--- config.mk ---
export PLATFORM = sky130hd
export DESIGN_NAME = sa_result_drain
export DESIGN_NICKNAME = d
export VERILOG_FILES = /design/src/rtl/sa_result_drain.sv
export SDC_FILE = /design/constraint.sdc
export NUM_CORES = 1
export LEC_CHECK = 0
export ABC_AREA = 1
export BUFFER_PORTS_ARGS = -buffer_cell sky130_fd_sc_hd__buf_2
export CAP_MARGIN = 20
export CORE_MARGIN = 8
export CORE_UTILIZATION = 37
export DETAILED_ROUTE_END_ITERATION = 10
export HOLD_SLACK_MARGIN = 0.12
export PLACE_DENSITY = 0.6
export SLEW_MARGIN = 20
export SYNTH_ARGS = -nofsm -noshare
export SYNTH_HDL_FRONTEND = slang
export SYNTH_SLANG_ARGS = --single-unit
--- constraint.sdc ---
create_clock -name CLK -period 6.1 [get_ports CLK]
set_input_delay 1.22 -clock CLK [delete_from_list [all_inputs] [get_ports CLK]]
set_output_delay 1.22 -clock CLK [all_outputs]
set_load 0.01 [all_outputs]
--- src/rtl/sa_result_drain.sv ---
// Result drain for the systolic array: double-buffers captured Y frames and streams
// them out one tagged element per beat. Define SA_DRAIN_CKSUM_EN for the per-frame checksum.
module sa_result_drain #(
    parameter int WIDTH = 8,
    parameter int HPE   = 2,
    parameter int VPE   = 2
) (
    input  logic                                CLK,
    input  logic                                RST,
    input  logic [2*WIDTH*HPE*VPE-1:0]          Y,
    input  logic                                Y_VLD,
    output logic [2*WIDTH-1:0]                  OUT_DATA,
    output logic [(HPE > 1 ? $clog2(HPE) : 1)-1:0] OUT_ROW,
    output logic [(VPE > 1 ? $clog2(VPE) : 1)-1:0] OUT_COL,
    output logic                                OUT_VALID,
    input  logic                                OUT_READY,
    output logic                                OUT_LAST,
    output logic                                BUSY,
    output logic                                OVERFLOW
`ifdef SA_DRAIN_CKSUM_EN
    ,
    output logic [2*WIDTH-1:0]                  CKSUM,
    output logic                                CKSUM_VLD
`endif
);

    localparam int DW = 2 * WIDTH;
    localparam int N  = HPE * VPE;
    localparam int RW = (HPE > 1) ? $clog2(HPE) : 1;
    localparam int CW = (VPE > 1) ? $clog2(VPE) : 1;
    localparam logic [RW-1:0] ROW_MAX = RW'(HPE - 1);
    localparam logic [CW-1:0] COL_MAX = CW'(VPE - 1);

    typedef enum logic {IDLE, SEND} state_t;

    state_t            state, state_n;
    logic [1:0]        count, count_n;
    logic              wr_ptr, rd_ptr, rd_ptr_n;
    logic [RW-1:0]     row, row_n;
    logic [CW-1:0]     col, col_n;
    logic [N*DW-1:0]   bank [2];
    logic              xfer, at_last, frame_end, capture_ok, drop;
    logic [DW-1:0]     out_data;
    logic              out_valid, out_last, overflow;

    // Element (r,c) lives at k = r*VPE + c, counted down from the MSB end of the frame.
    function automatic logic [DW-1:0] elem(input logic [N*DW-1:0] f,
                                           input logic [RW-1:0] r,
                                           input logic [CW-1:0] c);
        int k;
        k = int'(r) * VPE + int'(c);
        return f[(N-1-k)*DW +: DW];
    endfunction

    // NOTE: every signal assigned here gets a default first so no latch is inferred;
    // combinational logic uses blocking '=', the registers below use non-blocking '<='.
    always_comb begin
        xfer       = (state == SEND) && OUT_READY;
        at_last    = (row == ROW_MAX) && (col == COL_MAX);
        frame_end  = xfer && at_last;
        // A bank released on this edge can take the incoming frame.
        capture_ok = Y_VLD && ((count != 2'd2) || frame_end);
        drop       = Y_VLD && !capture_ok;
        rd_ptr_n   = rd_ptr ^ frame_end;

        count_n = count;
        case ({capture_ok, frame_end})
            2'b10:   count_n = count + 2'd1;
            2'b01:   count_n = count - 2'd1;
            default: count_n = count;
        endcase

        row_n = row;
        col_n = col;
        if (xfer) begin
            if (col == COL_MAX) begin
                col_n = '0;
                row_n = at_last ? '0 : row + RW'(1);
            end else begin
                col_n = col + CW'(1);
            end
        end

        state_n = state;
        case (state)
            IDLE:    if (count != 2'd0) state_n = SEND;
            SEND:    if (frame_end && count == 2'd1) state_n = IDLE;
            default: state_n = IDLE;
        endcase
    end

    // NOTE: the frame banks carry no reset; they are only read after being written.
    always_ff @(posedge CLK) begin
        if (capture_ok) bank[wr_ptr] <= Y;
    end

    always_ff @(posedge CLK or posedge RST) begin
        if (RST) begin
            state     <= IDLE;
            count     <= 2'd0;
            wr_ptr    <= 1'b0;
            rd_ptr    <= 1'b0;
            row       <= '0;
            col       <= '0;
            out_data  <= '0;
            out_valid <= 1'b0;
            out_last  <= 1'b0;
            overflow  <= 1'b0;
        end else begin
            state     <= state_n;
            count     <= count_n;
            wr_ptr    <= wr_ptr ^ capture_ok;
            rd_ptr    <= rd_ptr_n;
            row       <= row_n;
            col       <= col_n;
            overflow  <= overflow | drop;
            out_valid <= (state_n == SEND);
            out_last  <= (state_n == SEND) && (row_n == ROW_MAX) && (col_n == COL_MAX);
            // Reloading from unchanged pointers/indices keeps the beat stable under stall.
            if (state_n == SEND) out_data <= elem(bank[rd_ptr_n], row_n, col_n);
        end
    end

    assign OUT_DATA  = out_data;
    assign OUT_ROW   = row;
    assign OUT_COL   = col;
    assign OUT_VALID = out_valid;
    assign OUT_LAST  = out_last;
    assign BUSY      = (count != 2'd0);
    assign OVERFLOW  = overflow;

`ifdef SA_DRAIN_CKSUM_EN
    logic [DW-1:0] acc, acc_sum, cksum;
    logic          cksum_vld;

    // The first beat of a frame restarts the sum instead of adding to the old one.
    assign acc_sum = ((row == '0 && col == '0) ? '0 : acc) + out_data;

    always_ff @(posedge CLK or posedge RST) begin
        if (RST) begin
            acc       <= '0;
            cksum     <= '0;
            cksum_vld <= 1'b0;
        end else begin
            cksum_vld <= frame_end;
            if (xfer)      acc   <= acc_sum;
            if (frame_end) cksum <= acc_sum;
        end
    end

    assign CKSUM     = cksum;
    assign CKSUM_VLD = cksum_vld;
`endif

endmodule

# ---- Word level (Yosys, flattened, before mapping)
# Memories as Yosys holds them, arrays and structs flattened.
# Index checks and enable logic that the tools add are counted.
dict set report classes {
  n_addsub 6
  n_eq_ne 4
  shifts 1
  mux 11
  bitwise 4
  reduce_logical 12
}
# op n
set ops {}
lappend ops {{$shiftx 64x8->16} 1}
lappend ops {{$mux 1} 9}
lappend ops {{$logic_and 1x1->1} 8}
lappend ops {{$eq 2x1->1 const B} 2}
lappend ops {{$pmux 2 s2} 1}
lappend ops {{$reduce_bool 2->1} 2}
lappend ops {{$sub 2x3->4 const A} 1}
lappend ops {{$add 2x1->3} 1}
lappend ops {{$add 1x1->1 const B} 2}
lappend ops {{$add 2x1->2 const B} 1}
lappend ops {{$eq 2x2->1 const B} 1}
lappend ops {{$ne 2x2->1 const B} 1}
lappend ops {{$pmux 1 s2} 1}
lappend ops {{$sub 2x1->2 const B} 1}
lappend ops {{$xor 1x1->1} 2}
lappend ops {{$logic_not 1->1} 1}
lappend ops {{$logic_or 1x1->1} 1}
lappend ops {{$not 1->1} 1}
lappend ops {{$or 1x1->1} 1}
dict set report word_totals {
  ff_bits 25
  mem_bits_rw 128
  inputBits 68
  mem_count 1
}
# name words word_bits read_ports rd_clocked_by_memory_dff write_ports line_no
set memory_table {}
lappend memory_table {bank 2 64 1 0 1 41} ;# logic [N*DW-1:0] bank [2];

# ---- Longest topological paths before layout
# Gate-level depths: netlist of run 1.
dict set report depth {
  depth_word 7
  ltp_mapped 12
  ltp_nobuf 11
}

# ---- Worst setup path before layout of run 1
# OpenSTA, ideal clock, no wires.
dict set report synth_timing {
  kind {input to register}
  startpoint {input port OUT_READY}
  endpoint {memory bank[1][0] (netlist name) (enable)}
  setup_time_ps 429
  arrival_time_ps 3191
  setup_slack_ps 2480
  stages 3
  path_buffers 0
  cell_sequence {nand3_4 > a21oi_1 > ha_1}
}
dict set report synth_via {
  elab_chain_len 6
}
# element line_no
set synth_lines {}
lappend synth_lines {{from (decl)} 16} ;# input logic OUT_READY,
lappend synth_lines {{$logic_and 1x1->1} 58} ;# xfer = (state == SEND) && OUT_READY;
lappend synth_lines {{$logic_and 1x1->1} 60} ;# frame_end = xfer && at_last;
lappend synth_lines {{$logic_or 1x1->1} 62} ;# capture_ok = Y_VLD && ((count != 2'd2) || frame_end);
lappend synth_lines {{$logic_and 1x1->1} 62}
lappend synth_lines {{$mux 1} 94} ;# if (capture_ok) bank[wr_ptr] <= Y;
lappend synth_lines {{$mux 1 (not written as such)} 94}
lappend synth_lines {{to (decl)} 41}
# No other way between the ends.

# ---- Worst setup path in the final report of run 1
dict set report layout_timing {
  startpoint {input port OUT_READY}
  endpoint {memory bank[1][14] (netlist name) (enable)}
}
# The elaborated chain is that of the path after synthesis.

==> results of run 1 <==
[worst max-delay path by stage]
stage | from | endpoint | cells after the start
5_1_grt | OUT_READY | bank[1][44] | 5
2_1_floorplan | OUT_READY | bank[1][0] | 3
3_5_place_dp | OUT_READY | bank[0][3] | 5
4_1_cts | OUT_READY | bank[0][2] | 5
6_report | OUT_READY | bank[1][14] | 5
3_3_place_gp | OUT_READY | bank[0][18] | 5
[logic make-up after synthesis]
logic type | after synthesis | synth area share
simple gates | 307 | 0.2165
buf+inv | 125 | 0.07931
compound gates | 5 | 0.007089
flops | 153 | 0.6843
xor+xnor | 1 | 0.001341
fa+ha+maj | 6 | 0.01149
[registers in the layout, indices dropped and copies added, names as in the netlist]
name,cells
wr_ptr,1
OUT_DATA,16
OVERFLOW,1
rd_ptr,1
bank,128
count,2
OUT_ROW,1
OUT_LAST,1
OUT_COL,1
OUT_VALID,1
[Yosys cell counts]
cell,instances,area [µm²]
buf_4,2,15.01
nand2_2,1,6.260
o21ai_2,1,8.760
o211ai_1,1,7.510
inv_2,3,11.26
nand3_1,103,515.5
ha_1,6,75.07
dfrtp_1,25,625.6
nor3_1,1,5.000
nand4_4,1,21.27
nand2_4,2,22.52
a21oi_1,1,5.000
buf_6,3,33.78
a21oi_4,1,16.27
xor2_1,1,8.760
buf_2,13,65.06
a31o_2,1,8.760
nor2_4,2,22.52
inv_4,1,6.260
nand3_4,1,17.52
edfxtp_1,128,3844
clkbuf_1,4,15.01
nand3b_1,18,135.1
nand2_1,156,585.6
nor2_1,22,82.58
inv_1,99,371.6
[cell type report]
type,count,area share
sequential,153,0.5740
timing repair buffer,94,0.06203
clock inverter,15,0.02266
inverter,103,0.04998
multi-input combinational,319,0.2002
clock buffer,17,0.05464
tap,225,0.03616
antenna,1,0.0003214
[power groups by stage]
| stage | logic [mW] | registers [mW] | clock network, mW |
|---|---|---|---|
| finish | 1.46 | 1.56 | 1.06 |
| floorplan | 1.03 | 1.60 | 0 |
| global placement | 1.45 | 1.57 | 0 |
| detailed placement | 1.48 | 1.58 | 0 |
| CTS | 1.49 | 1.57 | 1.08 |
| global route | 1.66 | 1.59 | 1.13 |
[cells in the final DEF (no fill, tap or decap), drive strengths merged]
cell type	synthesis	layout
diode	0	1
nand4	1	1
xor2	1	1
o211ai	1	1
a21oi	2	2
o21ai	1	1
clkinv	0	7
buf	18	94
nand2	159	159
nor3	1	1
dfrtp	25	25
a31o	1	1
ha	6	6
clkbuf	4	17
clkinvlp	0	3
inv	103	105
nor2	24	24
nand3	104	104
bufinv	0	3
edfxtp	128	128
nand3b	18	18
[metal layers]
metal / vias up / routed length, µm / GRT usage
li1: 2135 / - / -
met1: 2079 / 6090 / 0.1604
met2: 114 / 7675 / 0.2427
met3: 11 / 983 / 0.04369
met4: 0 / 159 / 0.04442
met5: - / 0 / 0
==> impl_metrics.ini, run 1 <==
[outcome]
status = finished clean

[detailed_routing]
ant_nets = 0
detail_route.iter0.violations = 314
vias = 4339
viasPerCell = 4.681
drt-pass1-iter-count = 5
drc = 0
wl_um = 14910
wl_per_cell_um = 16.08

[worst_setup_path]
r2r_slack_ps = 3170
reg2reg_depth = 5
cp-start-kind = primary input
crit_type = in2reg
cp.buffers_inverters = 2
cp_cell_sequence = buf_2 -> nand3_4 -> a21oi_1 -> ha_2 -> buf_4
critPathSlowestCell = ha_2
critPathTopFamily = adder cells
slowest_delay_ps = 770
r2r_end = bank[1][14]
critPathCaptureType = flop
cp.required_ps = 6160
arrival_ps = 3260
path_max_fanout = 36
reg2reg_from = OUT_ROW

[sta]
setup_viol = 0
fmax_mhz = 312.8
fin_crit_sh = 0.5241
finalWorstSetupSlack_ps = 2903
finalClockSkew_ps = 4.707
holdWs_ps = 471.7
hold_viol = 0
tns_ps = 0
slew_headroom = 0.5059
rsz0062_at_grt = false
min_period_ps = 3197
tightest_slew_ps = 741.1
finalMaxSlewViolations = 0

[floorplan]
die_y_um = 148.9
core_mm2 = 0.01730
num_io_pins = 90
die_area_mm2 = 0.02216
chipWidth_um = 148.9
start_util = 0.3776
num_rows = 48

[clock_network]
postCtsSetupRepairBufs = 0
clock_sinks = 153
cts_tree = done
clkSlewWorstSetupHoldPaths_ps = 60
clk_path_buf_depth = 2
cts_buffers = 17
cts_root_buf = clkbuf_16
cts-htree-levels = 4
clock_latency_ps = 420
cts-resized-gates = 0
cts-hold-fix-buffers = 0

[hold_path]
hp-class = reg2reg
whs_path_depth = 1
min_to = OVERFLOW
worstHoldStart = OVERFLOW

[finish]
regArea_mm2 = 0.004469
fin_area_mm2 = 0.007786
syn2layout_area_growth_pct = 19.21
multiInputGateArea_mm2 = 0.001559
final_core_util = 0.4502
drive_gt1_frac = 0.2040
nets = 762
post_layout_nonfiller_instances = 927
nFillCells = 1613

[global_routing]
antenna_found_initial = 1
gr-total-overflow = 0
grt_max_degree = 72
track_usage = 0.1394
grt_pass1_wl_um = 23470
grt_pass1_vias = 4512

[run]
timing.max_cap.violations = 0

[synth]
syn_area_per_cell_um2 = 10.94
yosysSeqAreaShare = 0.6843
synth-seq-cells = 153
synthCells = 597
synth_area_mm2 = 0.006531
ys_types = 26
yosys_warnings = 0
synth_fp_nets = 671

[power]
p_switching_mw = 1.526
ir_worst_vdd_uv = 296.6
combPwrFrac = 0.357
power_leakage_nw = 3.451
power_mw = 4.083
power_frac_seq = 0.382
clkPwrFrac = 0.260
p_int_mw = 2.557
p_sw_frac = 0.3737
power_density_mw_per_mm2 = 524.4

[place]
dp.cells = 894
gp_congestion = 0.7587
hpwl_um = 9787
placed_cell_area_mm2 = 0.007172
io_buffers = 89
place_ws_ps = 2368
(Power assumes the default switching activity.)
==> run 2, diff against run 1 <==
Clock period 6.1 ns to 3.05 ns, I/O delays scaled along.
==> run 2 against run 1 <==
  * Total power increased by 98%
  * Flip-flop and latch count unchanged
  * Routed wire length increased by 2.2%
  * Die area unchanged
  * Critical path depth unchanged
  * Clock-buffer cell count increased by 2
  * Cell count increased by 0.11%
  * Design area unchanged
  * Global-route usage increased by 0.83 points
  * Highest routed layer unchanged
==> impl_metrics.ini, run 2 (synthesis gave the netlist of run 1 again) <==
[outcome]
status = finished clean

[worst_setup_path]
arrival_ps = 2280
cp.required_ps = 3120
critPathCaptureType = flop
crit_type = reg2reg
r2r_slack_ps = 840
path_max_fanout = 64
cp-start-kind = flop

[sta]
fmax_mhz = 453.1
holdWs_ps = 263.0
finalMaxSlewViolations = 0
hold_viol = 0
finalClockSkew_ps = 12.57
finalWorstSetupSlack_ps = 843.2
tightest_slew_ps = 436.8
rsz0062_at_grt = false
min_period_ps = 2207
setup_viol = 0
slew_headroom = 0.7082
fin_crit_sh = 0.7235

[place]
place_ws_ps = 794.6
gp_congestion = 0.8165
placed_cell_area_mm2 = 0.007224
hpwl_um = 9904
io_buffers = 89

[floorplan]
die_area_mm2 = 0.02216
start_util = 0.3776
core_mm2 = 0.01730
num_io_pins = 90
die_y_um = 148.9
num_rows = 48
chipWidth_um = 148.9

[global_routing]
gr-total-overflow = 0
grt_pass1_wl_um = 25050
grt_pass1_vias = 4835
track_usage = 0.1476
antenna_found_initial = 0
grt_max_degree = 72

[clock_network]
cts-htree-levels = 4
cts-hold-fix-buffers = 0
cts_buffers = 17
cts_tree = done
clkSlewWorstSetupHoldPaths_ps = 60
postCtsSetupRepairBufs = 0
cts-resized-gates = 0
clock_latency_ps = 420
cts_root_buf = clkbuf_16
clock_sinks = 153
clk_path_buf_depth = 2

[power]
power_density_mw_per_mm2 = 1038
ir_worst_vdd_uv = 639.4
power_leakage_nw = 3.452
power_mw = 8.083

[finish]
syn2layout_area_growth_pct = 19.21
drive_gt1_frac = 0.2006
final_common_cell = nand2_1
largest_reg_flops = 128
n_antenna_cell = 0
top_register = bank
final_cell_mix = nand2_1, edfxtp_1, nand3_1, inv_1, buf_2
nets = 764
fin_area_mm2 = 0.007786

[detailed_routing]
vias = 4455
wl_per_cell_um = 16.42
wl_um = 15240
ant_nets = 0
detail_route.iter0.violations = 268
drt-pass1-iter-count = 4
viasPerCell = 4.801
drc = 0

[run]
timing.max_cap.violations = 0

[hold_path]
hp-class = in2async
-- run 2: critical path, cell delays in order, from the launching register on --
cell and delay [ps]:
dfrtp_1 420, ha_1 280, nand3_4 150, a21oi_1 330, ha_2 280, buf_12 290
-- run 2: layer usage --
layer | vias up | part of all wire | global-route usage
met5 | - | 0 | 0
met4 | 0 | 0.011 | 0.04997
met3 | 15 | 0.062 | 0.04763
met2 | 122 | 0.51 | 0.2552
met1 | 2172 | 0.41 | 0.1696
li1 | 2146 | - | -
-- run 2: through the flow --
step,TNS [ps],util,cells
finish,0,0.4502,928
global route,0,0.4502,928
CTS,0,0.4502,928
detailed placement,0,0.4177,896
global placement,0,0.4177,896
floorplan,-7529,-,597
-- run 2: worst paths after layout --
kind | from | to | cells past startpoint
worst max-delay path | OUT_COL | bank[0][35] | 5
worst min-delay path | RST | OUT_DATA[8] | 3
worst max register to register | OUT_COL | bank[0][35] | 5
worst min register to register | OVERFLOW | OVERFLOW | 1
max in group asynchronous | RST | wr_ptr | 3
min in group CLK | Y[25] | bank[1][25] | 1
-- run 2: power breakdown --
group          total [mW]  switching, mW  internal [mW]  leakage [nW]
sequential           3.14          0.224           2.92          1.48
clock                2.01          0.814           1.20         0.270
combinational        2.93           1.99          0.941          1.70
total                8.08           3.03           5.05          3.45
-- run 2: area by class of cell --
type	instances	area [µm²]
Tap cell	225	281.5
Inverter	103	389.1
Clock inverter	13	128.9
Clock buffer	19	432.9
Timing Repair Buffer	96	535.5
Multi-Input combinational cell	319	1549
Fill cell	1650	9510
Sequential cell	153	4469
==> run 3, diff against run 2 <==
Clock period 3.05 ns to 2.3 ns, I/O delays scaled along.
==> run 3 against run 2 <==
  * Sequential power increased by 32%
  * Largest cell class unchanged
  * Clock skew decreased by 6.3 ps
  * Largest power group unchanged
  * Non-clock buffer count increased by 4
  * Core utilization increased by 0.59 points
==> impl_metrics.ini, run 3 (synthesis gave the netlist of run 1 again) <==
[outcome]
status = finished clean

[global_routing]
grt_pass1_vias = 4559
gr-total-overflow = 0
grt_pass1_wl_um = 23680
track_usage = 0.1400
antenna_found_initial = 0
grt_max_degree = 72

[sta]
finalClockSkew_ps = 6.222
finalMaxSlewViolations = 0
slew_headroom = 0.7332
fmax_mhz = 499.7
setup_viol = 0
tns_ps = 0
hold_viol = 0
holdWs_ps = 225.5
tightest_slew_ps = 400.2
rsz0062_at_grt = false
finalWorstSetupSlack_ps = 298.8
fin_crit_sh = 0.8701
min_period_ps = 2001

[place]
hpwl_um = 9770
gp_congestion = 0.8227
io_buffers = 89
dp.cells = 899
place_ws_ps = 179.6
placed_cell_area_mm2 = 0.007259

[detailed_routing]
drt-pass1-iter-count = 4
vias = 4415
wl_um = 14890
wl_per_cell_um = 15.98
viasPerCell = 4.737
ant_nets = 0
drc = 0
detail_route.iter0.violations = 278

[power]
ir_worst_vdd_uv = 839.5
p_sw_frac = 0.3613
clkPwrFrac = 0.262
combPwrFrac = 0.364
p_switching_mw = 3.984
p_int_mw = 7.043
power_leakage_nw = 3.505
power_frac_seq = 0.374
power_mw = 11.03
power_density_mw_per_mm2 = 1398

[floorplan]
chipWidth_um = 148.9
start_util = 0.3776
core_mm2 = 0.01730
num_rows = 48
die_area_mm2 = 0.02216
die_y_um = 148.9
num_io_pins = 90

[clock_network]
cts_buffers = 17
cts_root_buf = clkbuf_16
cts-htree-levels = 4
clock_latency_ps = 420
clkSlewWorstSetupHoldPaths_ps = 60
postCtsSetupRepairBufs = 0
clock_sinks = 153
clk_path_buf_depth = 2
cts_tree = done

[worst_setup_path]
reg2reg_depth = 5
crit_type = reg2reg
critPathTopFamily = adder cells
cp.buffers_inverters = 1
cp.required_ps = 2370
crit_cells = 5
critPathSlowestCell = dfrtp_1
cp-start-kind = flop
critPathCaptureType = flop
r2r_end = bank[1][49]
cp_cell_sequence = ha_1 -> nand3_4 -> a21oi_2 -> ha_2 -> buf_12
path_max_fanout = 64
reg2reg_from = OUT_ROW
slowest_delay_ps = 380
r2r_slack_ps = 300
arrival_ps = 2070

[hold_path]
hp-class = in2reg
min_to = bank[1][52]
worstHoldStart = Y[52]
whs_path_depth = 1

[finish]
largest_reg_flops = 128
multiInputGateArea_mm2 = 0.001553
syn2layout_area_growth_pct = 20.79
final_cell_mix = nand2_1, edfxtp_1, nand3_1, inv_1, buf_2
final_common_cell = nand2_1
post_layout_nonfiller_instances = 932
drive_gt1_frac = 0.2037
final_core_util = 0.4561
regArea_mm2 = 0.004469
n_antenna_cell = 0
top_register = bank
nFillCells = 1616
fin_area_mm2 = 0.007889
nets = 768

[run]
timing.max_cap.violations = 0
run 3: cell count changes in the layout (fill, tap and decap cells not counted), sizes merged:
cell         previous run  this run
inv                   104       103
clkinvlp                3         1
clkinv                  7         5
bufinv                  2         4
clkbuf                 19        22
dlygate4sd3             0         1
buf                    96        99
run 3: per-layer routing:
metal,routed length [µm],share of wire,track usage,up-vias
met3,711,0.048,0.03944,21
met4,269,0.018,0.05553,0
met5,0,0,0,-
met1,6575,0.44,0.1674,2119
met2,7333,0.49,0.2350,128
li1,-,-,-,2147
run 3: power groups by stage:
stage / combinational, mW / sequential, mW / clock, mW
2_1_floorplan: 2.75 / 4.22 / 0
3_3_place_gp: 4.00 / 4.15 / 0
3_5_place_dp: 4.07 / 4.18 / 0
4_1_cts: 4.11 / 4.13 / 2.94
5_1_grt: 4.57 / 4.20 / 3.06
6_report: 4.01 / 4.13 / 2.89
run 3: area by class of cell:
type	instances	area share
Clock buffer	22	0.05884
Clock inverter	10	0.01919
Inverter	103	0.04933
Multi-Input combinational cell	319	0.1968
Sequential cell	153	0.5665
Tap cell	225	0.03569
Timing Repair Buffer	100	0.07359
run 3: how the worst max path moves through the flow:
stage,slack [ps],end,from
2_1_floorplan,-160,bank[0][0],OUT_COL
3_3_place_gp,270,bank[0][30],OUT_COL
3_5_place_dp,180,bank[1][30],OUT_COL
4_1_cts,170,bank[1][44],OUT_ROW
5_1_grt,140,bank[1][20],OUT_COL
6_report,300,bank[1][49],OUT_ROW
run 3: worst reg2reg max path: stages (launching register included):
cell	delay [ps]
dfrtp_1	380
ha_1	260
nand3_4	150
a21oi_2	240
ha_2	240
buf_12	310
run 3: what timing repair did:
| action | CTS | global route |
|---|---|---|
| hold buffers | 1 | 0 |
| endpoints found under the hold margin | 11 | 0 |
| resized for setup | 0 | 1 |
| setup endpoints to repair | 0 | 5 |
